$ cat src/rtl/adma_as_atx_issue_pkg.sv
`default_nettype none
// ============================================================================
// Module   : adma_as_atx_issue_pkg
// Brief    : Shared ADMA AXI burst / response encodings and helpers.
// Revision : 1.0 - initial release
// ============================================================================
package adma_as_atx_issue_pkg;

   localparam logic [1:0] BURST_FIX   = 2'b00;
   localparam logic [1:0] BURST_INCR  = 2'b01;

   localparam logic [1:0] RESP_OKAY   = 2'b00;
   localparam logic [1:0] RESP_SLVERR = 2'b10;
   localparam logic [1:0] RESP_DECERR = 2'b11;

   function automatic logic resp_is_err(input logic [1:0] resp);
      return resp != RESP_OKAY;
   endfunction

endpackage
`default_nettype wire

$ cat src/rtl/adma_as_atx_issue_sync_fifo.sv
`default_nettype none
// ============================================================================
// Module   : sync_fifo
// Brief    : Single-clock FIFO, power-of-two depth, wrap-bit full/empty.
// Revision : 1.0 - initial release
// ============================================================================
module sync_fifo
   import adma_as_atx_issue_pkg::*;
#(
   parameter int DATA_W = 8,
   parameter int DEPTH  = 4
) (
   input  logic              clk,
   input  logic              rst_n,
   input  logic              push,
   input  logic [DATA_W-1:0] push_data,
   input  logic              pop,
   output logic [DATA_W-1:0] pop_data,
   output logic              empty,
   output logic              full
);

   localparam int c_PTR_W = $clog2(DEPTH);

   logic [c_PTR_W:0]  r_wr_ptr;
   logic [c_PTR_W:0]  r_rd_ptr;
   logic [DATA_W-1:0] r_mem [DEPTH];
   logic              w_do_push;
   logic              w_do_pop;

   assign w_do_push = push & ~full;
   assign w_do_pop  = pop & ~empty;

   // Extra MSB distinguishes full from empty when the index bits match
   assign empty = (r_wr_ptr == r_rd_ptr);
   assign full  = (r_wr_ptr[c_PTR_W] != r_rd_ptr[c_PTR_W]) &&
                  (r_wr_ptr[c_PTR_W-1:0] == r_rd_ptr[c_PTR_W-1:0]);
   assign pop_data = r_mem[r_rd_ptr[c_PTR_W-1:0]];

   always_ff @(posedge clk or negedge rst_n) begin
      if (!rst_n) begin
         r_wr_ptr <= '0;
         r_rd_ptr <= '0;
      end else begin
         if (w_do_push) r_wr_ptr <= r_wr_ptr + 1'b1;
         if (w_do_pop)  r_rd_ptr <= r_rd_ptr + 1'b1;
      end
   end

   always_ff @(posedge clk) begin
      if (w_do_push) r_mem[r_wr_ptr[c_PTR_W-1:0]] <= push_data;
   end

endmodule
`default_nettype wire

$ cat src/rtl/adma_as_atx_issue.sv
`default_nettype none
// ============================================================================
// Module   : adma_as_atx_issue
// Brief    : Issues fetched DMA bursts on AXI AR/AW, tracks B, reports done.
// Revision : 1.0 - initial release
// ============================================================================
module adma_as_atx_issue
   import adma_as_atx_issue_pkg::*;
#(
   parameter int MST_ID_W   = 5,
   parameter int SRC_ADDR_W = 32,
   parameter int DST_ADDR_W = 32,
   parameter int ATX_LEN_W  = 8,
   parameter int MAX_OUTSTD = 4
) (
   input  logic                        clk,
   input  logic                        rst_n,
   input  logic [MST_ID_W-1:0]         arid,
   input  logic [SRC_ADDR_W-1:0]       araddr,
   input  logic [ATX_LEN_W-1:0]        arlen,
   input  logic [1:0]                  arburst,
   input  logic [MST_ID_W-1:0]         awid,
   input  logic [DST_ADDR_W-1:0]       awaddr,
   input  logic [ATX_LEN_W-1:0]        awlen,
   input  logic [1:0]                  awburst,
   input  logic                        atx_last,
   input  logic                        atx_vld,
   output logic                        atx_rdy,
   output logic [MST_ID_W-1:0]         m_arid,
   output logic [SRC_ADDR_W-1:0]       m_araddr,
   output logic [ATX_LEN_W-1:0]        m_arlen,
   output logic [1:0]                  m_arburst,
   output logic                        m_arvalid,
   input  logic                        m_arready,
   output logic [MST_ID_W-1:0]         m_awid,
   output logic [DST_ADDR_W-1:0]       m_awaddr,
   output logic [ATX_LEN_W-1:0]        m_awlen,
   output logic [1:0]                  m_awburst,
   output logic                        m_awvalid,
   input  logic                        m_awready,
   input  logic [1:0]                  m_bresp,
   input  logic                        m_bvalid,
   output logic                        m_bready,
   output logic                        tx_done,
   output logic                        tx_err,
   output logic [$clog2(MAX_OUTSTD):0] outstd_cnt
);

   localparam int c_CNT_W  = $clog2(MAX_OUTSTD) + 1;
   localparam int c_AWQ_W  = MST_ID_W + DST_ADDR_W + ATX_LEN_W + 2 + 1;
   localparam logic [c_CNT_W-1:0] c_MAX_CNT = c_CNT_W'(MAX_OUTSTD);

   logic                  r_ar_vld;
   logic [MST_ID_W-1:0]   r_arid;
   logic [SRC_ADDR_W-1:0] r_araddr;
   logic [ATX_LEN_W-1:0]  r_arlen;
   logic [1:0]            r_arburst;
   logic [c_CNT_W-1:0]    r_outstd_cnt;
   logic                  r_err_acc;
   logic                  r_tx_done;
   logic                  r_tx_err;

   logic                  w_atx_acc;
   logic                  w_aw_empty;
   logic                  w_aw_full;
   logic                  w_aw_pop;
   logic [c_AWQ_W-1:0]    w_aw_head;
   logic                  w_aw_last;
   logic                  w_b_empty;
   logic                  w_b_full;
   logic                  w_b_hs;
   logic                  w_b_tag_last;
   logic                  w_b_err;

   assign atx_rdy   = (~r_ar_vld | m_arready) & ~w_aw_full & (r_outstd_cnt < c_MAX_CNT);
   assign w_atx_acc = atx_vld & atx_rdy;

   always_ff @(posedge clk or negedge rst_n) begin
      if (!rst_n) begin
         r_ar_vld  <= 1'b0;
         r_arid    <= '0;
         r_araddr  <= '0;
         r_arlen   <= '0;
         r_arburst <= '0;
      end else if (w_atx_acc) begin
         r_ar_vld  <= 1'b1;
         r_arid    <= arid;
         r_araddr  <= araddr;
         r_arlen   <= arlen;
         r_arburst <= arburst;
      end else if (m_arready) begin
         r_ar_vld  <= 1'b0;
      end
   end

   assign m_arvalid = r_ar_vld;
   assign m_arid    = r_arid;
   assign m_araddr  = r_araddr;
   assign m_arlen   = r_arlen;
   assign m_arburst = r_arburst;

   sync_fifo #(.DATA_W(c_AWQ_W), .DEPTH(MAX_OUTSTD)) u_aw_q (
      .clk       (clk),
      .rst_n     (rst_n),
      .push      (w_atx_acc),
      .push_data ({awid, awaddr, awlen, awburst, atx_last}),
      .pop       (w_aw_pop),
      .pop_data  (w_aw_head),
      .empty     (w_aw_empty),
      .full      (w_aw_full)
   );

   assign m_awvalid = ~w_aw_empty;
   assign w_aw_pop  = m_awvalid & m_awready;
   assign {m_awid, m_awaddr, m_awlen, m_awburst, w_aw_last} = w_aw_head;

   // Tags enter in AW issue order, matching the order B responses return
   sync_fifo #(.DATA_W(1), .DEPTH(MAX_OUTSTD)) u_b_tag_q (
      .clk       (clk),
      .rst_n     (rst_n),
      .push      (w_aw_pop & ~w_b_full),
      .push_data (w_aw_last),
      .pop       (w_b_hs),
      .pop_data  (w_b_tag_last),
      .empty     (w_b_empty),
      .full      (w_b_full)
   );

   assign m_bready = ~w_b_empty;
   assign w_b_hs   = m_bvalid & m_bready;
   assign w_b_err  = resp_is_err(m_bresp);

   always_ff @(posedge clk or negedge rst_n) begin
      if (!rst_n) begin
         r_outstd_cnt <= '0;
      end else begin
         case ({w_atx_acc, w_b_hs})
            2'b10:   r_outstd_cnt <= r_outstd_cnt + c_CNT_W'(1);
            2'b01:   r_outstd_cnt <= r_outstd_cnt - c_CNT_W'(1);
            default: r_outstd_cnt <= r_outstd_cnt;
         endcase
      end
   end

   always_ff @(posedge clk or negedge rst_n) begin
      if (!rst_n) begin
         r_err_acc <= 1'b0;
         r_tx_done <= 1'b0;
         r_tx_err  <= 1'b0;
      end else begin
         r_tx_done <= 1'b0;
         r_tx_err  <= 1'b0;
         if (w_b_hs) begin
            if (w_b_tag_last) begin
               r_tx_done <= 1'b1;
               r_tx_err  <= r_err_acc | w_b_err;
               r_err_acc <= 1'b0;
            end else if (w_b_err) begin
               r_err_acc <= 1'b1;
            end
         end
      end
   end

   assign tx_done    = r_tx_done;
   assign tx_err     = r_tx_err;
   assign outstd_cnt = r_outstd_cnt;

endmodule
`default_nettype wire

$ cat config.mk
export PLATFORM = sky130hd
export DESIGN_NAME = adma_as_atx_issue
export DESIGN_NICKNAME = d
export VERILOG_FILES = /design/src/rtl/adma_as_atx_issue_pkg.sv /design/src/rtl/adma_as_atx_issue_sync_fifo.sv /design/src/rtl/adma_as_atx_issue.sv
export SDC_FILE = /design/constraint.sdc
export NUM_CORES = 1
export LEC_CHECK = 0
export ABC_CLOCK_PERIOD_IN_PS = 9900
export BUFFER_PORTS_ARGS = -buffer_cell sky130_fd_sc_hd__buf_4
export CORE_UTILIZATION = 40
export CTS_BUF_LIST = sky130_fd_sc_hd__clkbuf_8
export DETAILED_ROUTE_END_ITERATION = 12
export HOLD_SLACK_MARGIN = 0.08
export PLACE_DENSITY_LB_ADDON = 0.12
export SLEW_MARGIN = 20
export SYNTH_ARGS = -nofsm -noshare
export SYNTH_HDL_FRONTEND = slang
export SYNTH_SLANG_ARGS = --single-unit
$ cat constraint.sdc
create_clock -name clk -period 9.9 [get_ports clk]
set_input_delay 2.97 -clock clk [delete_from_list [all_inputs] [get_ports clk]]
set_output_delay 2.97 -clock clk [all_outputs]
set_load 0.005 [all_outputs]
# Word level (Yosys, flattened, before mapping)
# Memories as Yosys holds them, arrays and structs flattened.
# Cells that the tools add are included.
# Widths: inputs -> output; s select.
[word_totals] ff_bits=66 latchBits=0 ramBits=196 mem_bits_ro=0 input_bits=103 out_inout_bits=103 elab_cells=67 mem_count=2
[op_classes] n_addsub=6 n_mul=0 div=0 n_lt_le_gt_ge=1 eq_ne=8 n_shift=0 muxes=13 bitwise_logic=17 reduce_logical=7
[memory_table] name="u_aw_q.r_mem" depth=4 width=48 read_ports=1 rd_ports_with_merged_regs=0 write_ports=1 line_no="adma_as_atx_issue_sync_fifo.sv:27" rtl="logic [DATA_W-1:0] r_mem [DEPTH];"
[memory_table] name="u_b_tag_q.r_mem" depth=4 width=1 read_ports=1 rd_ports_with_merged_regs=0 write_ports=1 line_no="adma_as_atx_issue_sync_fifo.sv:27"
[op_table] op="$add 3x1->3 const B" count=5
[op_table] op="$mux 1" count=12
[op_table] op="$and 1x1->1" count=10
[op_table] op="$reduce_bool 2->1" count=4
[op_table] op="$eq 3x3->1" count=2
[op_table] op="$pmux 3 s2" count=1
[op_table] op="$not 1->1" count=5
[op_table] op="$eq 2x2->1" count=2
[op_table] op="$lt 3x3->1 const B" count=1
[op_table] op="$sub 3x1->3 const B" count=1
[op_table] op="$eq 2x1->1 const B" count=1
[op_table] op="$eq 2x2->1 const B" count=1
[op_table] op="$logic_and 1x1->1" count=2
[op_table] op="$ne 1x1->1" count=2
[op_table] op="$or 1x1->1" count=2
[op_table] op="$reduce_and 2->1" count=1

# Longest topological paths before layout
# Gate-level depths: netlist (run 1).
[depth] depth_word=9 depth_mapped=11 mapped_depth_nobuf=9

# Hierarchy
# A second synthesis (run 1) with hierarchy kept.
[hier_totals] hier_cells=487 hier_area_um2=10219.8
[modules_own_cells] mod="sync_fifo at u_aw_q" n_inst=1 cells_each=300 area_each_um2=7408.4 seq_area_each_um2=5915.7
[modules_own_cells] mod="adma_as_atx_issue" n_inst=1 cells_each=133 area_each_um2=2189.6 seq_area_each_um2=1351.3
[modules_own_cells] mod="sync_fifo at u_b_tag_q" n_inst=1 cells_each=54 area_each_um2=621.8 seq_area_each_um2=270.3

# Least setup slack after synthesis (run 1)
# No wires, ideal clock.
[synth_path] path_type="in2reg" start="in m_arready" end="mem u_aw_q.r_mem[3][0] in the netlist's numbering, enable pin" setup_ps=517 t_arrival_ps=6683 required_time_ps=9383 setup_slack_ps=2700 stages=3 n_path_buf=0 path_cell_list="nand2b_1 nand2b_1 nor3_1"
[synth_between] elab_chain_cells=7
[synth_lines] item="start, declared" line_no="adma_as_atx_issue.sv:34" rtl="input logic m_arready,"
[synth_lines] item="$or 1x1->1" line_no="adma_as_atx_issue.sv:75" rtl="assign atx_rdy = (~r_ar_vld | m_arready) & ~w_aw_full & (r_outstd_cnt < c_MAX_CNT);"
[synth_lines] item="$and 1x1->1 (2 in series)" line_no="adma_as_atx_issue.sv:75"
[synth_lines] item="$and 1x1->1" line_no="adma_as_atx_issue.sv:76" rtl="assign w_atx_acc = atx_vld & atx_rdy;"
[synth_lines] item="$and 1x1->1" line_no="adma_as_atx_issue_sync_fifo.sv:31" rtl="assign w_do_push = push & ~full;"
[synth_lines] item="$mux 1" line_no="adma_as_atx_issue_sync_fifo.sv:51" rtl="if (w_do_push) r_mem[r_wr_ptr[c_PTR_W-1:0]] <= push_data;"
[synth_lines] item="$mux 1 (not written as such)" line_no="adma_as_atx_issue_sync_fifo.sv:51"
[synth_lines] item="end, declared" line_no="adma_as_atx_issue_sync_fifo.sv:27"
# No other way between the ends.

# Worst setup path after layout (run 1)
[layout_path] start="in m_arready" end="out atx_rdy"
[layout_between] elab_chain_cells=3
[layout_lines] item="$or 1x1->1" line_no="adma_as_atx_issue.sv:75"
[layout_lines] item="$and 1x1->1 (2 in series)" line_no="adma_as_atx_issue.sv:75"
[layout_lines] item="end, declared" line_no="adma_as_atx_issue.sv:28" rtl="output logic atx_rdy,"
# No other way between the ends.

==> impl_metrics.py, run 1 <==
metrics = {
    "power_and_ir_drop": {
        "p_int_mw": 2.74,
        "p_sw_frac": 0.289,
        "clkPwrFrac": 0.236,
        "power_frac_comb": 0.349,
        "power_density_nw_per_um2": 300,
        "leakage_nw": 5.04,
        "power_frac_seq": 0.415,
        "ir_drop_uv": 138,
        "p_switching_mw": 1.11,
    },
    "route": {
        "antenna_left": 0,
        "via_count": 5097,
        "avgViaCountPerCell": 4.84,
        "routed_wirelength_um": 19500,
        "wl_per_cell_um": 18.5,
        "drtIter0Drc": 236,
        "drtPass1Iterations": 4,
        "remaining_drc_errors": 0,
    },
    "clock_tree": {
        "tritoncts": "yes",
        "clk_latency_ps": 550,
        "post-cts-setup-buffer-count": 0,
        "ctsResizeCount": 0,
        "ctsHoldBuffers": 0,
        "clkSinkCount": 262,
        "htreeDepth": 2,
        "cts_root_buf": "clkbuf_8",
        "cts_buffers": 45,
        "cts.clk_slew.worst_paths_ps": 60,
        "clock_path_buffers": 3,
    },
    "timing": {
        "setup-tns-final_ps": 0,
        "clock-skew-final_ps": 21.5,
        "drv_slew": 0,
        "fmax_mhz": 150,
        "setup_viol": 0,
        "hold_violations": 0,
        "maxSlewHeadroom": 0.393,
        "rsz0062_at_grt": "no",
        "finalCritPeriodShare": 0.675,
        "min_period_ps": 6680,
        "tightest_slew_ps": 911,
    },
    "worst_setup_path": {
        "crit_start": "m_arready",
        "r2r_start": "u_aw_q.r_rd_ptr[1]",
        "path_class": "primary input to primary output",
        "r2r_setup_slack_ps": 6240,
        "arrival_ps": 3710,
        "start_kind": "primary input",
        "critPathCaptureType": "primary output",
        "critical_path_required_ps": 6930,
        "crit_fanout": 3,
    },
    "finish": {
        "multi_input_comb_area_um2": 2390,
        "fill_cells": 2035,
        "area_delta_synth_final_pct": 27.2,
        "diodes": 0,
        "layout.nets": 808,
        "seqCellArea_um2": 7540,
        "final_area_um2": 12800,
        "final_layout_size_suffix_gt1_frac": 0.522,
    },
    "floorplan": {
        "rows": 57,
        "core_area_um2": 24500,
        "die_width_um": 161,
        "pin_count": 206,
        "die_y_um": 161,
        "initial_core_util": 0.412,
        "fp.dieArea_um2": 25900,
    },
    "grt": {
        "grt_pass1_vias": 5511,
        "grt_first_pass_wirelength_um": 30300,
        "overflow": 0,
        "grtUsageTotal": 0.152,
        "antenna_found_initial": 0,
        "grt_max_degree": 67,
    },
    "worst_hold_path": {
        "min_path_type": "flip-flop to flip-flop",
        "hp-start": "r_err_acc",
    },
    "synthesis": {
        "synth_top_family_by_area": "multiplexers",
        "synth_nets": 566,
        "synthDominantCellAreaShare": 0.583,
        "avgSynthCellArea_um2": 22.4,
        "synth_top_area_cell": "edfxtp_1",
        "seq_area_frac_synth": 0.746,
        "synthMuxAreaShare": 0.184,
        "yosysUniqueCellTypes": 31,
        "synthAdderAreaFrac": 0.0156,
        "synth-xor-area-share": 0.0165,
        "synth-compound-area-share": 0.00656,
        "synth_area_leaders": "edfxtp_1 58%, dfrtp_1 16%, mux4_2 11%",
        "ys_warn_count": 0,
        "syn-instance-count": 451,
        "synthSimpleGateAreaFrac": 0.0135,
        "netlist_area_um2": 10100,
        "ys_ff_latch": 262,
    },
    "placed_design": {
        "port-buffer-count": 205,
        "place_congestion": 0.816,
        "place_area_um2": 12000,
        "place_hpwl_um": 11400,
    },
    "run": {
        "maxCapViolCount": 0,
    },
    "run_status": {
        "status": "completed",
    },
}
final cells by class:
cell class	count	area share
clock buffers	50	0.0536
flip-flops and latches	262	0.587
inverters	9	0.00263
multi-input cells	163	0.186
well taps	324	0.0315
clock inverters	34	0.0136
repair buffers	212	0.125
final timing paths:
check,depth (start not counted),end
setup / recovery,5,atx_rdy
hold / removal,1,r_err_acc
setup reg to reg,7,u_aw_q.r_mem[1][17]
hold reg to reg,1,r_err_acc
max in group asynchronous,1,u_aw_q.r_rd_ptr[0]
min in group asynchronous,1,u_b_tag_q.r_rd_ptr[1]
power groups by stage:
| stage | combinational, mW | clock [mW] | sequential, mW |
|---|---|---|---|
| after CTS | 1.33 | 0.944 | 1.65 |
| after floorplan | 0.814 | 0 | 1.59 |
| final | 1.35 | 0.909 | 1.60 |
| after global routing | 1.46 | 0.986 | 1.63 |
| after detailed placement | 1.32 | 0 | 1.67 |
| after global placement | 1.30 | 0 | 1.65 |
worst max-delay path, stage by stage:
cell and delay (ps):
buf_4 110, nand2b_1 140, nand2b_1 240, a21oi_1 90, buf_4 150
state kept, by name, indices dropped and copies added (netlist names), 2 cells and up:
signal              cells
u_b_tag_q.r_wr_ptr      3
m_arburst               2
m_arid                  5
m_araddr               32
u_aw_q.r_mem          192
u_aw_q.r_rd_ptr         3
u_b_tag_q.r_mem         4
m_arlen                 8
outstd_cnt              3
u_b_tag_q.r_rd_ptr      3
u_aw_q.r_wr_ptr         3
layout by cell type, fill, tap and decap left out, drive strengths merged:
cell type	count
and2	6
and3	1
nor2	8
a21oi	1
buf	212
edfxtp	196
nand3	1
fa	1
xnor2	8
dfrtp	66
ha	11
o31ai	3
nor3	3
mux2	52
a211oi	1
mux4	49
clkinv	16
nand2b	2
xor2	11
o21ai	1
o21a	1
bufinv	1
or3	1
inv	26
clkbuf	50
nand2	2
through the flow:
stage          cells  power, mW  setup WS, ps  hold WS [ps]   util
2_1_floorplan    451       2.40          2700           465      -
3_3_place_gp     969       2.96          3250           479  0.487
3_5_place_dp     969       2.99          3220           489  0.487
4_1_cts         1053       3.92          3210           503  0.523
5_1_grt         1054       4.08          3190           522  0.524
6_report        1054       3.86          3220           494  0.524
synthesized netlist by cell type (all sizes together):
cell and number:
a211oi 1, a21oi 1, and2 6, and3 1, buf 13, clkbuf 4, dfrtp 66, edfxtp 196
fa 1, ha 11, inv 9, mux2 52, mux4 49, nand2 2, nand2b 2, nand3 1
nor2 8, nor3 3, o21a 1, o21ai 1, o31ai 3, or3 1, xnor2 8, xor2 11
per-layer routing:
| metal | global-route usage | vias to the layer above | part of all wire |
|---|---|---|---|
| li1 | - | 2276 | - |
| met1 | 0.186 | 2584 | 0.41 |
| met2 | 0.250 | 197 | 0.49 |
| met3 | 0.0535 | 40 | 0.086 |
| met4 | 0.0557 | 0 | 0.021 |
| met5 | 0 | - | 0 |
kinds of logic after synthesis:
logic type	count (synthesis)
flip-flops	262
buffers and inverters	26
multiplexers	101
AND/OR/NAND/NOR	24
XOR/XNOR	19
AO/OA/AOI/OAI	7
adder cells (fa/ha/maj)	12
Note: power is estimated with default switching activity, not from simulation.
==> inputs of run 2 (changes only) <==
--- a/config.mk
+++ b/config.mk
@@ -5,7 +5,7 @@
 export SDC_FILE = /design/constraint.sdc
 export NUM_CORES = 1
 export LEC_CHECK = 0
-export ABC_CLOCK_PERIOD_IN_PS = 9900
+export ABC_CLOCK_PERIOD_IN_PS = 6300
 export BUFFER_PORTS_ARGS = -buffer_cell sky130_fd_sc_hd__buf_4
 export CORE_UTILIZATION = 40
 export CTS_BUF_LIST = sky130_fd_sc_hd__clkbuf_8
==> constraint.sdc (replaced) <==
create_clock -name clk -period 6.3 [get_ports clk]
set_input_delay 1.89 -clock clk [delete_from_list [all_inputs] [get_ports clk]]
set_output_delay 1.89 -clock clk [all_outputs]
set_load 0.005 [all_outputs]
==> run 2 against run 1 <==
Compared with the run above: final cell count shrank 0.95%; clock skew decreased by 3.2 ps; critical path depth down 2; setup slack lost 1400 ps; non-clock buffer count unchanged; largest cell class unchanged; critical path type is now flip-flop to primary output.
==> impl_metrics.py, run 2 (same netlist as run 1, synthesis figures left out) <==
metrics = {
    "timing": {
        "setup-tns-final_ps": 0,
        "finalCritPeriodShare": 0.718,
        "tightest_slew_ps": 890,
        "drv_slew": 0,
        "rsz0062_at_grt": "no",
        "setup_viol": 0,
        "hold_violations": 0,
        "maxSlewHeadroom": 0.407,
        "min_period_ps": 4520,
        "fmax_mhz": 221,
        "clock-skew-final_ps": 18.3,
    },
    "route": {
        "wl_met1_um": 8120,
        "via_count": 5102,
        "drtPass1Iterations": 4,
        "met3WireLength_um": 1750,
        "wl_per_cell_um": 19.1,
        "met2WireLength_um": 9620,
        "antenna_left": 0,
        "routed.top_layer": "met4",
        "remaining_drc_errors": 0,
        "avgViaCountPerCell": 4.89,
        "routed_wirelength_um": 20000,
        "drtIter0Drc": 217,
    },
    "finish": {
        "final_area_um2": 12800,
        "layout.nets": 807,
        "area_delta_synth_final_pct": 26.2,
        "final_layout_size_suffix_gt1_frac": 0.520,
        "largest_reg_flops": 192,
        "final_common_cell": "buf_4",
        "final_cell_mix": "212 x buf_4, 196 x edfxtp_1, 64 x dfrtp_1",
    },
    "placed_design": {
        "place_congestion": 0.781,
        "place_area_um2": 12000,
        "port-buffer-count": 205,
        "place_hpwl_um": 12200,
    },
    "clock_tree": {
        "ctsHoldBuffers": 0,
        "tritoncts": "yes",
        "clkSinkCount": 262,
        "ctsResizeCount": 0,
        "htreeDepth": 2,
        "cts.clk_slew.worst_paths_ps": 60,
        "cts_buffers": 44,
        "cts_root_buf": "clkbuf_8",
        "clk_latency_ps": 550,
        "post-cts-setup-buffer-count": 0,
        "clock_path_buffers": 3,
    },
    "floorplan": {
        "initial_core_util": 0.412,
        "die_y_um": 161,
        "die_width_um": 161,
        "core_area_um2": 24500,
        "rows": 57,
        "fp.dieArea_um2": 25900,
        "pin_count": 206,
    },
    "power_and_ir_drop": {
        "p_int_mw": 4.23,
        "ir_drop_uv": 188,
        "power_frac_comb": 0.346,
        "power_frac_seq": 0.429,
        "leakage_nw": 4.99,
        "power_density_nw_per_um2": 467,
        "clkPwrFrac": 0.225,
        "p_switching_mw": 1.73,
        "p_sw_frac": 0.291,
    },
    "worst_hold_path": {
        "min_path_type": "flip-flop to flip-flop",
        "hold_end": "r_err_acc",
        "min_path_cells": 1,
        "hp-start": "r_err_acc",
    },
    "worst_setup_path": {
        "r2r_setup_slack_ps": 2690,
        "reg2regPathDepth": 10,
        "critPathCaptureType": "primary output",
        "crit_path_max_incr_delay_ps": 910,
        "slowest_stage": "dfrtp_4",
        "crit_start": "u_aw_q.r_rd_ptr[0]",
        "crit_buf_inv": 2,
        "r2r_end": "outstd_cnt[2]",
        "crit_fanout": 36,
        "cp_common_cell": "buf_4",
        "r2r_start": "u_aw_q.r_rd_ptr[0]",
        "arrival_ps": 2630,
        "critical_path_required_ps": 4410,
        "path_class": "flip-flop to primary output",
        "worstPathCellList": "buf_4, mux4_2, buf_4",
        "crit_family": "flip-flops",
        "start_kind": "flip-flop",
    },
    "grt": {
        "antenna_found_initial": 1,
        "grt_pass1_vias": 5711,
        "grtUsageTotal": 0.156,
        "grt_max_degree": 67,
        "overflow": 0,
        "grt_first_pass_wirelength_um": 30800,
    },
    "run_status": {
        "status": "completed",
    },
    "run": {
        "maxCapViolCount": 0,
    },
}
-- run 2: cell types whose count changed in the layout (fill, tap and decap cells not counted) --
| cell | delta |
|---|---|
| bufinv_16 | -1 |
| clkinv_1 | -4 |
| clkbuf_8 | -1 |
| inv_6 | -1 |
| clkinv_2 | -5 |
| buf_16 | -1 |
| diode_2 | +1 |
| buf_4 | +1 |
| inv_8 | +1 |
-- run 2: worst max path at each step --
stage,to,slack (ps),depth (start not counted)
6_report,m_awlen[4],1780,3
3_5_place_dp,atx_rdy,1790,5
5_1_grt,m_awlen[4],1510,3
4_1_cts,m_awlen[4],1620,3
3_3_place_gp,atx_rdy,1810,5
2_1_floorplan,u_aw_q.r_mem[3][0],180,3
-- run 2: layout make-up --
| type | instances | area, um^2 |
|---|---|---|
| multi-input cells | 163 | 2390 |
| diodes | 1 | 2.50 |
| flip-flops and latches | 262 | 7540 |
| well taps | 324 | 405 |
| inverters | 9 | 33.8 |
| clock inverters | 24 | 108 |
| fillers | 2065 | 11800 |
| clock buffers | 49 | 674 |
| repair buffers | 212 | 1590 |
-- run 2: per-stage QoR --
| step | setup WS [ps] | util | hold WS, ps | power (mW) | cells |
|---|---|---|---|---|---|
| global placement | 1810 | 0.488 | 478 | 4.66 | 970 |
| detailed placement | 1790 | 0.488 | 497 | 4.70 | 970 |
| floorplan | 180 | - | 465 | 3.77 | 451 |
| global route | 1510 | 0.520 | 516 | 6.32 | 1043 |
| CTS | 1620 | 0.520 | 511 | 6.08 | 1043 |
| finish | 1780 | 0.520 | 503 | 5.96 | 1044 |
-- run 2: power groups by stage --
stage | clock network (mW) | logic [mW] | registers, mW
floorplan | 0 | 1.28 | 2.49
global placement | 0 | 2.08 | 2.58
detailed placement | 0 | 2.10 | 2.60
CTS | 1.40 | 2.11 | 2.57
global route | 1.47 | 2.23 | 2.62
finish | 1.34 | 2.06 | 2.56
-- run 2: worst register-to-register path: stages (launching register included) --
cell and delay, ps:
dfrtp_4 910, xor2_1 460, o31ai_4 140, nor2_8 150
buf_4 710, inv_1 110, ha_1 270, fa_1 380
xnor2_1 170, nor2_1 60, xor2_1 140
-- run 2: layer usage --
metal / vias to the layer above / GRT usage
met5: - / 0
met4: 0 / 0.0579
met3: 42 / 0.0571
met2: 190 / 0.259
met1: 2606 / 0.185
li1: 2264 / -
